`src/rtl/arbitro_rr_moore_pkg.sv`:
```
// Shared definitions for the arbitro_rr_moore round-robin arbiter:
// state encodings, default sizing and the reset value of the last-served pointer.
package arbitro_rr_moore_pkg;

    typedef enum logic [1:0] {
        IDLE   = 2'b00,
        GRANT  = 2'b01,
        REVOKE = 2'b10
    } state_e;

    localparam int DEFAULT_N        = 4;
    localparam int DEFAULT_HOLD_MAX = 15;

    // The pointer resets to the highest index so requester 0 is scanned first.
    function automatic int lastResetValue(input int n);
        return n - 1;
    endfunction

endpackage

```
`src/rtl/arbitro_rr_moore_rr_picker.sv`:
```
// rr_picker: combinational round-robin search. Scans last+1, last+2, ...
// modulo N and returns the first requesting index.
module rr_picker #(
    parameter int N = 4,
    parameter int W = $clog2(N)
) (
    input  logic [N-1:0] req,
    input  logic [W-1:0] last,
    output logic         found,
    output logic [W-1:0] idx
);

    logic [2*N-1:0] reqDbl;
    logic [W:0]     shamt;
    logic [N-1:0]   rot;
    logic [W:0]     sum;

    // Rotate the request vector so bit 0 corresponds to index last+1.
    always_comb begin
        reqDbl = {req, req};
        shamt  = {1'b0, last} + (W+1)'(1);
        rot    = reqDbl[shamt +: N];
    end

    // Lowest set bit of the rotated vector wins; map it back to an absolute index.
    always_comb begin
        found = 1'b0;
        idx   = '0;
        sum   = '0;
        for (int j = N - 1; j >= 0; j--) begin
            if (rot[j]) begin
                found = 1'b1;
                sum   = {1'b0, last} + (W+1)'(1) + (W+1)'(j);
                if (sum >= (W+1)'(N)) begin
                    sum = sum - (W+1)'(N);
                end
                idx = sum[W-1:0];
            end
        end
    end

endmodule

```
`src/rtl/arbitro_rr_moore.sv`:
```
// arbitro_rr_moore: Moore round-robin arbiter with four-phase handshake.
// Outputs decode only from the state register and the last-served pointer.
// Optional grant-length limit enabled by defining ARBITRO_TIMEOUT_EN.
module arbitro_rr_moore
    import arbitro_rr_moore_pkg::*;
#(
    parameter int N = DEFAULT_N,
    parameter int W = $clog2(N)
`ifdef ARBITRO_TIMEOUT_EN
    ,
    parameter int HOLD_MAX = DEFAULT_HOLD_MAX
`endif
) (
    input  logic         clock,
    input  logic         reset_,
    input  logic [N-1:0] req,
    output logic [N-1:0] gnt,
    output logic         busy,
    output logic [W-1:0] owner,
    output logic         timeout
);

    localparam logic [W-1:0] LAST_RST = W'(lastResetValue(N));

    state_e       state_q, state_d;
    logic [W-1:0] last_q, last_d;
    logic         pickFound;
    logic [W-1:0] pickIdx;

`ifdef ARBITRO_TIMEOUT_EN
    localparam int CW = $clog2(HOLD_MAX + 1);
    logic [CW-1:0] hold_q, hold_d;
`endif

    rr_picker #(
        .N (N),
        .W (W)
    ) u_picker (
        .req   (req),
        .last  (last_q),
        .found (pickFound),
        .idx   (pickIdx)
    );

    // Next-state logic: scan in IDLE, hold while the owner keeps its request.
    always_comb begin
        state_d = state_q;
        last_d  = last_q;
`ifdef ARBITRO_TIMEOUT_EN
        hold_d  = hold_q;
`endif
        case (state_q)
            IDLE: begin
                if (pickFound) begin
                    state_d = GRANT;
                    last_d  = pickIdx;
`ifdef ARBITRO_TIMEOUT_EN
                    hold_d  = '0;
`endif
                end
            end
            GRANT: begin
`ifdef ARBITRO_TIMEOUT_EN
                hold_d = hold_q + CW'(1);
`endif
                if (!req[last_q]) begin
                    state_d = IDLE;
                end
`ifdef ARBITRO_TIMEOUT_EN
                else if (hold_q == CW'(HOLD_MAX - 1)) begin
                    state_d = REVOKE;
                end
`endif
            end
`ifdef ARBITRO_TIMEOUT_EN
            REVOKE: begin
                if (!req[last_q]) begin
                    state_d = IDLE;
                end
            end
`endif
            default: begin
                state_d = IDLE;
            end
        endcase
    end

    // State, pointer and hold counter registers with synchronous active-low reset.
    always_ff @(posedge clock) begin
        if (!reset_) begin
            state_q <= IDLE;
            last_q  <= LAST_RST;
`ifdef ARBITRO_TIMEOUT_EN
            hold_q  <= '0;
`endif
        end else begin
            state_q <= state_d;
            last_q  <= last_d;
`ifdef ARBITRO_TIMEOUT_EN
            hold_q  <= hold_d;
`endif
        end
    end

    // Moore output decode from state and pointer only.
    always_comb begin
        gnt     = '0;
        busy    = 1'b0;
        timeout = 1'b0;
        case (state_q)
            GRANT: begin
                gnt[last_q] = 1'b1;
                busy        = 1'b1;
            end
`ifdef ARBITRO_TIMEOUT_EN
            REVOKE: begin
                timeout = 1'b1;
            end
`endif
            default: begin
                gnt = '0;
            end
        endcase
    end

    assign owner = last_q;

endmodule
```
`config.mk`:
```
export PLATFORM = sky130hd
export DESIGN_NAME = arbitro_rr_moore
export DESIGN_NICKNAME = d
export VERILOG_FILES = /design/src/rtl/arbitro_rr_moore_pkg.sv /design/src/rtl/arbitro_rr_moore_rr_picker.sv /design/src/rtl/arbitro_rr_moore.sv
export SDC_FILE = /design/constraint.sdc
export NUM_CORES = 1
export LEC_CHECK = 0
export CAP_MARGIN = 10
export CELL_PAD_IN_SITES_DETAIL_PLACEMENT = 0
export CELL_PAD_IN_SITES_GLOBAL_PLACEMENT = 1
export CORE_AREA = 2 2 39 41
export CTS_CLUSTER_SIZE = 8
export DETAILED_ROUTE_END_ITERATION = 10
export DIE_AREA = 0 0 41 43
export PLACE_DENSITY = 0.64
export SYNTH_ARGS = -nofsm -noshare
export SYNTH_HDL_FRONTEND = slang
export SYNTH_HIERARCHICAL = 1
export SYNTH_SLANG_ARGS = --single-unit
export TNS_END_PERCENT = 10
```
`constraint.sdc`:
```
create_clock -name clock -period 2.6 [get_ports clock]
set_input_delay 0.26 -clock clock [delete_from_list [all_inputs] [get_ports clock]]
set_output_delay 0.26 -clock clock [all_outputs]
set_load 0.1 [all_outputs]
```
**After elaboration in Yosys (flattened, before gate mapping)**

Cells that the tools add are included.

- Bits in registers: 4
- Latch bits: 0
- Bits in writable memories: 0
- Memory bits (read-only): 0
- Input port bits: 6
- Output and inout bits: 8
- Logic and storage cells: 45
- Memories kept: 0

- Add/subtract/negate cells: 8
- Multipliers: 0
- Divide/modulo/power cells: 0
- Order comparisons: 6
- Eq/ne operators: 3
- Shift-type cells: 1
- Mux-type cells: 21
- Bitwise logic cells: 0
- Reduce and logical (&&, ||, !) cells: 4

Operators by type and width:

| cell | number |
|---|---|
| 2-to-1 mux 2 bit | 10 |
| >= comparator 3 bit (second input constant) | 4 |
| indexed part select 8 x 4 -> 4 bit | 1 |
| subtractor 2 x 1 -> 2 bit (second input constant) | 4 |
| 2-to-1 mux 1 bit | 7 |
| adder 3 x 2 -> 3 bit (second input constant) | 2 |
| 2-to-1 mux 4 bit | 1 |
| inequality test 2 bit (second input constant) | 2 |
| one-hot mux 2 bit (2 select lines) | 1 |
| AND reduction 2 bit | 2 |
| adder 2 x 1 -> 3 bit (second input constant) | 1 |
| adder 3 x 1 -> 3 bit (second input constant) | 1 |
| < comparator 2 x 3 -> 1 bit (second input constant) | 1 |
| binary-select mux 1 bit (select 2 bit) | 1 |
| demux 1 bit (select 2 bit) | 1 |
| equality test 2 x 1 -> 1 bit (second input constant) | 1 |
| >= comparator 2 x 1 -> 1 bit (second input constant) | 1 |
| logical NOT 2 bit | 1 |
| logical AND 1 bit | 1 |

**Logic depth before layout (Yosys ltp)**

Gate-level depths: netlist of run 1.

- Depth after elaboration: 8
- Depth in mapped cells: 5
- Depth with buffers taken out: 5

**Hierarchy**

The synthesis of run 1 kept the hierarchy.

By module, submodules not included:

| module | instances | cells an instance | area an instance (µm²) | sequential area each (µm²) |
|---|---|---|---|---|
| arbitro_rr_moore | 1 | 22 | 197.7 | 60.1 |
| rr_picker | 1 | 14 | 86.3 | 0.0 |

**Worst setup path before layout of run 1**

OpenSTA, ideal clock, no wires.

- Path kind: reg2out
- Start: register last_q[1], in the netlist owner[1]
- End: output gnt[2]
- Arrival time: 2,003 ps
- Required time: 2,340 ps
- Path slack: 337 ps
- Stages on the path, launching flop included: 2
- Path buffers: 0
- Cells stage by stage: dfxtp_1 and3_1

- Longest elaborated chain between the ends: 5
- Elaborated cells on any way between the ends: 6
- Those cells by class: order compare: 2; mux: 3; reduce/logical: 1

Ends and longest elaborated chain:

| item | line | RTL |
|---|---|---|
| start: declaration | arbitro_rr_moore.sv:26 | `logic [W-1:0] last_q, last_d;` |
| start signal: assignment | arbitro_rr_moore.sv:98 | `last_q <= last_d;` |
| < comparator 2 x 3 -> 1 bit (implied by the code) / >= comparator 2 x 1 -> 1 bit (equally long branches) | arbitro_rr_moore.sv:112 | `gnt[last_q] = 1'b1;` |
| logical AND 1 bit (implied by the code) | arbitro_rr_moore.sv:112 |  |
| 2-to-1 mux 1 bit (implied by the code) | arbitro_rr_moore.sv:112 |  |
| demux 1 bit (select 2 bit) (*) | arbitro_rr_moore.sv:112 |  |
| 2-to-1 mux 4 bit (*) | arbitro_rr_moore.sv:110 | `case (state_q)` |
| end: declaration | arbitro_rr_moore.sv:17 | `output logic [N-1:0] gnt,` |

Mark *: on every way between the ends. The rest lies on a longest branch, timed or not.

**Worst setup path in the final report of run 1**

- Start: register last_q[0], in the netlist owner[0]
- End: output gnt[2]

Same word-level chain as after synthesis.

==> results of run 1 <==
## power breakdown
group,total [mW],internal (mW),switching (mW)
logic,0.211,0.0576,0.154
registers,0.0787,0.0552,0.0235
clock network,0.0807,0.0575,0.0232
total,0.371,0.170,0.200
## worst register-to-register path, delay by kind of cell, from the launching register on
| kind | cells | cell delay (ns) |
|---|---|---|
| AO/OA/AOI/OAI | 2 | 0.20 |
| flip-flops | 1 | 0.53 |
| multiplexers | 1 | 0.28 |
| AND/OR/NAND/NOR | 1 | 0.10 |
## per-stage QoR
stage	instances	utilization, %	setup WS (ns)
after CTS	67	30.7	1.03
after global placement	63	28.8	1.09
final	67	30.7	1.05
after global routing	67	30.7	0.925
after detailed placement	63	28.8	1.12
after floorplan	36	-	0.337
## layout by cell type (no fill, tap or decap)
cell type	netlist	routed
dfxtp_1	3	3
nor2_1	2	2
conb_1	1	1
clkdlybuf4s50_1	0	5
buf_4	1	7
a31oi_1	1	1
nand3_1	1	1
a21oi_1	3	3
mux2i_1	3	3
and3_2	2	2
inv_1	3	3
nand2b_1	3	3
and3_1	2	2
o221ai_2	2	2
clkbuf_1	0	1
nand2_1	1	1
nand3b_1	4	4
clkbuf_4	0	3
nor2b_1	2	2
o211ai_1	2	2
## sequential cells by signal, indices dropped and copies added (netlist names)
name / count
owner: 2
state_q: 1
## area by class of cell
cell class	instances	area share, %
well taps	16	4.71
multi-input cells	29	48.2
clock buffers	4	6.18
repair buffers	12	24.1
inverters	3	2.65
flip-flops and latches	3	14.1
## synth_stat cells
master / number
nand2_1: 1
and3_1: 2
nand3_1: 1
inv_1: 3
a31oi_1: 1
nand3b_1: 4
a21oi_1: 3
buf_4: 1
o221ai_2: 2
nor2_1: 2
nand2b_1: 3
and3_2: 2
o211ai_1: 2
nor2b_1: 2
mux2i_1: 3
conb_1: 1
dfxtp_1: 3
## cell families (layout without fill, tap and decap cells)
group | after synthesis | after routing | synth area share (%)
AO/OA/AOI/OAI | 8 | 8 | 23.3
buffers and inverters | 4 | 19 | 6.61
flip-flops | 3 | 3 | 21.1
multiplexers | 3 | 3 | 10.6
other | 1 | 1 | 1.32
AND/OR/NAND/NOR | 17 | 17 | 37.0
## per-layer routing
metal | track usage [%] | wire length (um) | part of all wire [%]
met5 | 0 | 0 | 0
met4 | 6.00 | 0 | 0
met3 | 1.57 | 8 | 1.1
met2 | 13.4 | 377 | 52
met1 | 12.5 | 344 | 47
## worst max path at each step
stage	from	to	depth (start not counted)
3_5_place_dp	req[3]	owner[0]	6
3_3_place_gp	req[3]	owner[0]	6
5_1_grt	owner[1]	gnt[1]	3
2_1_floorplan	owner[1]	gnt[2]	1
6_report	owner[0]	gnt[2]	3
4_1_cts	owner[0]	gnt[2]	3
==> results.md, run 1 <==
- Routed WL per cell: 10.9 um
- Clock buffer depth: 2
- Path depth of the worst reg2reg path: 4
- Worst hold path depth: 2
- Critical path, cell by cell: inv_1, and3_1, buf_4
- Die area: 1760 um^2
- Post-synth net total: 42
- Kind of critical path: flop to primary output
- Seq/Total Area, Yosys: 21.1%
- Library cells used by synthesis: 17
- Detailed-route wire length: 729 um
- R2R setup slack: 1.37 ns
- Post-CTS Hold Buffers: 0
- Worst hold-check path type: input port to flop
- R2R Path Start: owner[1]
- Maximum vdd drop: 325 uV
- CP arrival: 1.29 ns
- Worst hold start: reset_
- Worst-Skew Late Latency: 0.23 ns
- Via count: 310
- DRC viols: 0
- Global route overflow: 0
- Post_cts resized: 0
- Gate Count Post-Synth: 36
- Setup violations, final: 0
- CTS Root Cell: clkbuf_4
- Post-CTS Setup Bufs: 0
- Crit path max-delay family: flip-flops
- Initial Util: 20.5%
- Crit-path slowest cell: dfxtp_1
- Sink Count: 3
- Worst Path Buf+Inv: 2
- Synthesis Warnings: 6
- Worst EP required: 2.34 ns
- Fin Setup TNS: 0 ns
- Hold endpoint: owner[0]
- CTS tree: done
- Core area: 1380 um^2
- GP Congestion: 0.677
- Placement Rows: 14
- Largest net degree at the start of global routing: 13
- Synth area leaders: dfxtp_1, mux2i_1, nand3b_1
- Register area: 60.1 um^2
- PortBufs: 12
- Leak: 0.203 nW
- Startpoint types: flop
- Crit path max fanout: 9
- Slew Limit Fails: 0
- Outcome: finished, final reports clean
- Mapped Avg Cell Area: 7.89 um^2
- Fillers: 156
- Area grow syn2layout: 49.8%
- Hold WS: 0.672 ns
- Clk pin slew, worst setup/hold paths: 0.04 ns
- Multi-input combinational cell area: 205 um^2
- Tcrit/Tclk final: 59.7%
- Dpl hpwl: 501 um
- Largest stage delay, worst path: 0.52 ns
- Antenna Violating Nets Remaining: 0
- Mapped Area: 284 um^2
- Layout Nets: 58
- Cts bufs inserted: 3
- CP endpoint kind: primary output
- Overall Power: 0.371 mW
- Die span in x: 41 um
- Worst clock skew: 0.00382 ns
- Post-synth top area share: 21.1%
- Detailed Route Iter0 Violations: 6
- Minimum clock period: 1.55 ns
- Synth Register Bits: 3
- Fmax: 0.644 GHz
- Power per cell area: 871 nW/um^2
- H-tree levels: 1
- Io pins: 14
- GRT Resource Usage Total: 9.42%
- Detailed-route vias per instance: 4.63
- RR Endpoint: owner[0]
- Post-route cell area: 425 um^2
- Chip height: 43 um
- Synth area leader: dfxtp_1
- Vias in the first global route: 307
- DRT Pass-1 Iters: 3
- Final hold vios: 0
- RSZ-0062 raised after global routing: false
- Max-cap violation count: 0
- Layout cells sized above 1: 27.5%
- DP Area: 399 um^2
- Diodes inserted: 0
- Antenna violations before repair: 0
- First-pass GRT wire length: 1160 um
Power figures use the tool's default switching activity.
==> run 2: changes to the inputs <==
Settings changed: PLACE_DENSITY 0.64 to 0.66.
Clock period 2.6 ns to 1.3 ns, I/O delays scaled along.
==> run 2 against run 1 <==
Net effect: global-route usage up 0.31 points; highest routed layer unchanged; worst hold slack worse by 0.13 ns; critical endpoint is now gnt[0]; wire length down 9.2%.
==> results.md, run 2 (same netlist as run 1, synthesis figures left out) <==
- Outcome: finished, final reports clean
- CTS tree: done
- First-pass GRT wire length: 1190 um
- Chip height: 43 um
- Minimum clock period: 1.21 ns
- Largest net degree at the start of global routing: 13
- Pre-CTS WS: -0.0938 ns
- Worst hold-check path type: input port to flop
- Io pins: 14
- Global routing usage on met2: 15.0%
- Worst clock skew: 0.000795 ns
- Worst hold path depth: 2
- Diodes inserted: 0
- Final worst slack: 0.0911 ns
- Hold endpoint: owner[0]
- PortBufs: 12
- Dpl cells: 66
- Fin Setup TNS: 0 ns
- Final cell count without fillers: 70
- Core area: 1380 um^2
- CTS Root Cell: clkbuf_4
- DRC viols: 0
- Antenna Violating Nets Remaining: 0
- Cts bufs inserted: 3
- Worst EP required: 1.17 ns
- Met1 Use GR: 11.9%
- GRT Resource Usage Total: 9.73%
- Startpoint types: flop
- Setup violations, final: 0
- GR Layer Usage met3: 4.71%
- Worst hold start: reset_
- Placement Rows: 14
- Post-CTS Setup Bufs: 0
- Vias in the first global route: 303
- Area grow syn2layout: 97.8%
- CP arrival: 1.08 ns
- Antenna violations before repair: 0
- Fillers: 131
- Global route overflow: 0
- Die area: 1760 um^2
- Sw frac: 48.8%
- Max-cap violation count: 0
- Kind of critical path: flop to primary output
- GP Congestion: 0.697
- Net Sw Power: 0.421 mW
- Final hold vios: 0
- Clock share of power: 18.9%
- Dpl hpwl: 520 um
- Maximum vdd drop: 674 uV
- Most frequent cells in the layout: buf_12, clkdlybuf4s50_1, and3_4, nand3b_1
- Sink Count: 3
- Detailed Route Iter0 Violations: 2
- R2R setup slack: 0.15 ns
- Power per cell area: 1540 nW/um^2
- Combinational share of power: 60.8%
- Worst-Skew Late Latency: 0.23 ns
- Layout cells sized above 1: 40.7%
- RR Endpoint: owner[0]
- Layout Nets: 61
- Routed WL per cell: 9.46 um
- Overall Power: 0.863 mW
- Die span in x: 41 um
- Multi-input combinational cell area: 223 um^2
- Clk pin slew, worst setup/hold paths: 0.04 ns
- Via count: 318
- Fmax: 0.827 GHz
- Hold WS: 0.543 ns
- Max FFs per register: 2
- Most common library cell in the layout ignoring fill and taps: buf_12
- Gr busiest metal: met2
- Internal cell power: 0.442 mW
- Tcrit/Tclk final: 93.0%
- Path depth of the worst reg2reg path: 5
- H-tree levels: 1
- Slew Limit Fails: 0
- Detailed-route wire length: 662 um
- Clock buffer depth: 2
- Register area: 68.8 um^2
- Leak: 0.240 nW
- CP endpoint kind: primary output
- Detailed-route vias per instance: 4.54
- R2R Path Start: owner[1]
- Initial Util: 20.5%
- RSZ-0062 raised after global routing: false
- Crit path max fanout: 12
- DRT Pass-1 Iters: 3
- Reg power frac: 20.3%
## run 2: cell count changes in the layout (fill, tap and decap cells not counted)
cell	change
and3_4	+4
and3_1	-2
dfxtp_2	+1
buf_4	-4
dfxtp_4	+2
dfxtp_1	-3
and3_2	-2
buf_12	+7
## run 2: worst max path at each step
stage / startpoint / end / slack (ns) / cells after the start
3_3_place_gp: req[3] / owner[0] / -0.05 / 6
2_1_floorplan: owner[0] / gnt[1] / -0.06 / 1
3_5_place_dp: req[3] / owner[0] / -0.09 / 6
4_1_cts: owner[0] / gnt[2] / 0.02 / 3
6_report: owner[1] / gnt[0] / 0.09 / 3
5_1_grt: owner[0] / gnt[2] / 0.04 / 3
## run 2: worst max-delay path, stage by stage, from the launching register on
cell	delay (ns)
dfxtp_4	0.38
inv_1	0.10
and3_4	0.19
buf_12	0.17
## run 2: repair_timing
action	4_1_cts	5_1_grt
resized for setup	0	1
hold endpoints to repair	0	0
hold buffers	0	0
setup endpoints to repair	0	2
## run 2: area by class of cell
cell class | instances | share of cell area (%)
timing repair buffer | 15 | 37.9
inverter | 3 | 2.00
clock buffer | 4 | 4.68
sequential | 3 | 12.2
multi-input combinational | 29 | 39.6
tap | 16 | 3.56
## run 2: per-stage QoR
stage | cell area, um^2 | util [%]
after floorplan | 308 | -
after global placement | 533 | 38.5
after detailed placement | 533 | 38.5
after CTS | 559 | 40.4
after global routing | 562 | 40.6
final | 562 | 40.6
## run 2: layer usage
layer	vias to the layer above	wire (um)
met3	0	33
met1	144	304
met5	-	0
li1	165	-
met4	0	0
met2	9	324
## run 2: power groups by stage
stage | registers (mW) | clock network [mW] | logic (mW)
after global placement | 0.176 | 0 | 0.528
final | 0.175 | 0.163 | 0.525
after floorplan | 0.281 | 0 | 0.231
after CTS | 0.175 | 0.170 | 0.529
after global routing | 0.183 | 0.183 | 0.548
after detailed placement | 0.177 | 0 | 0.528
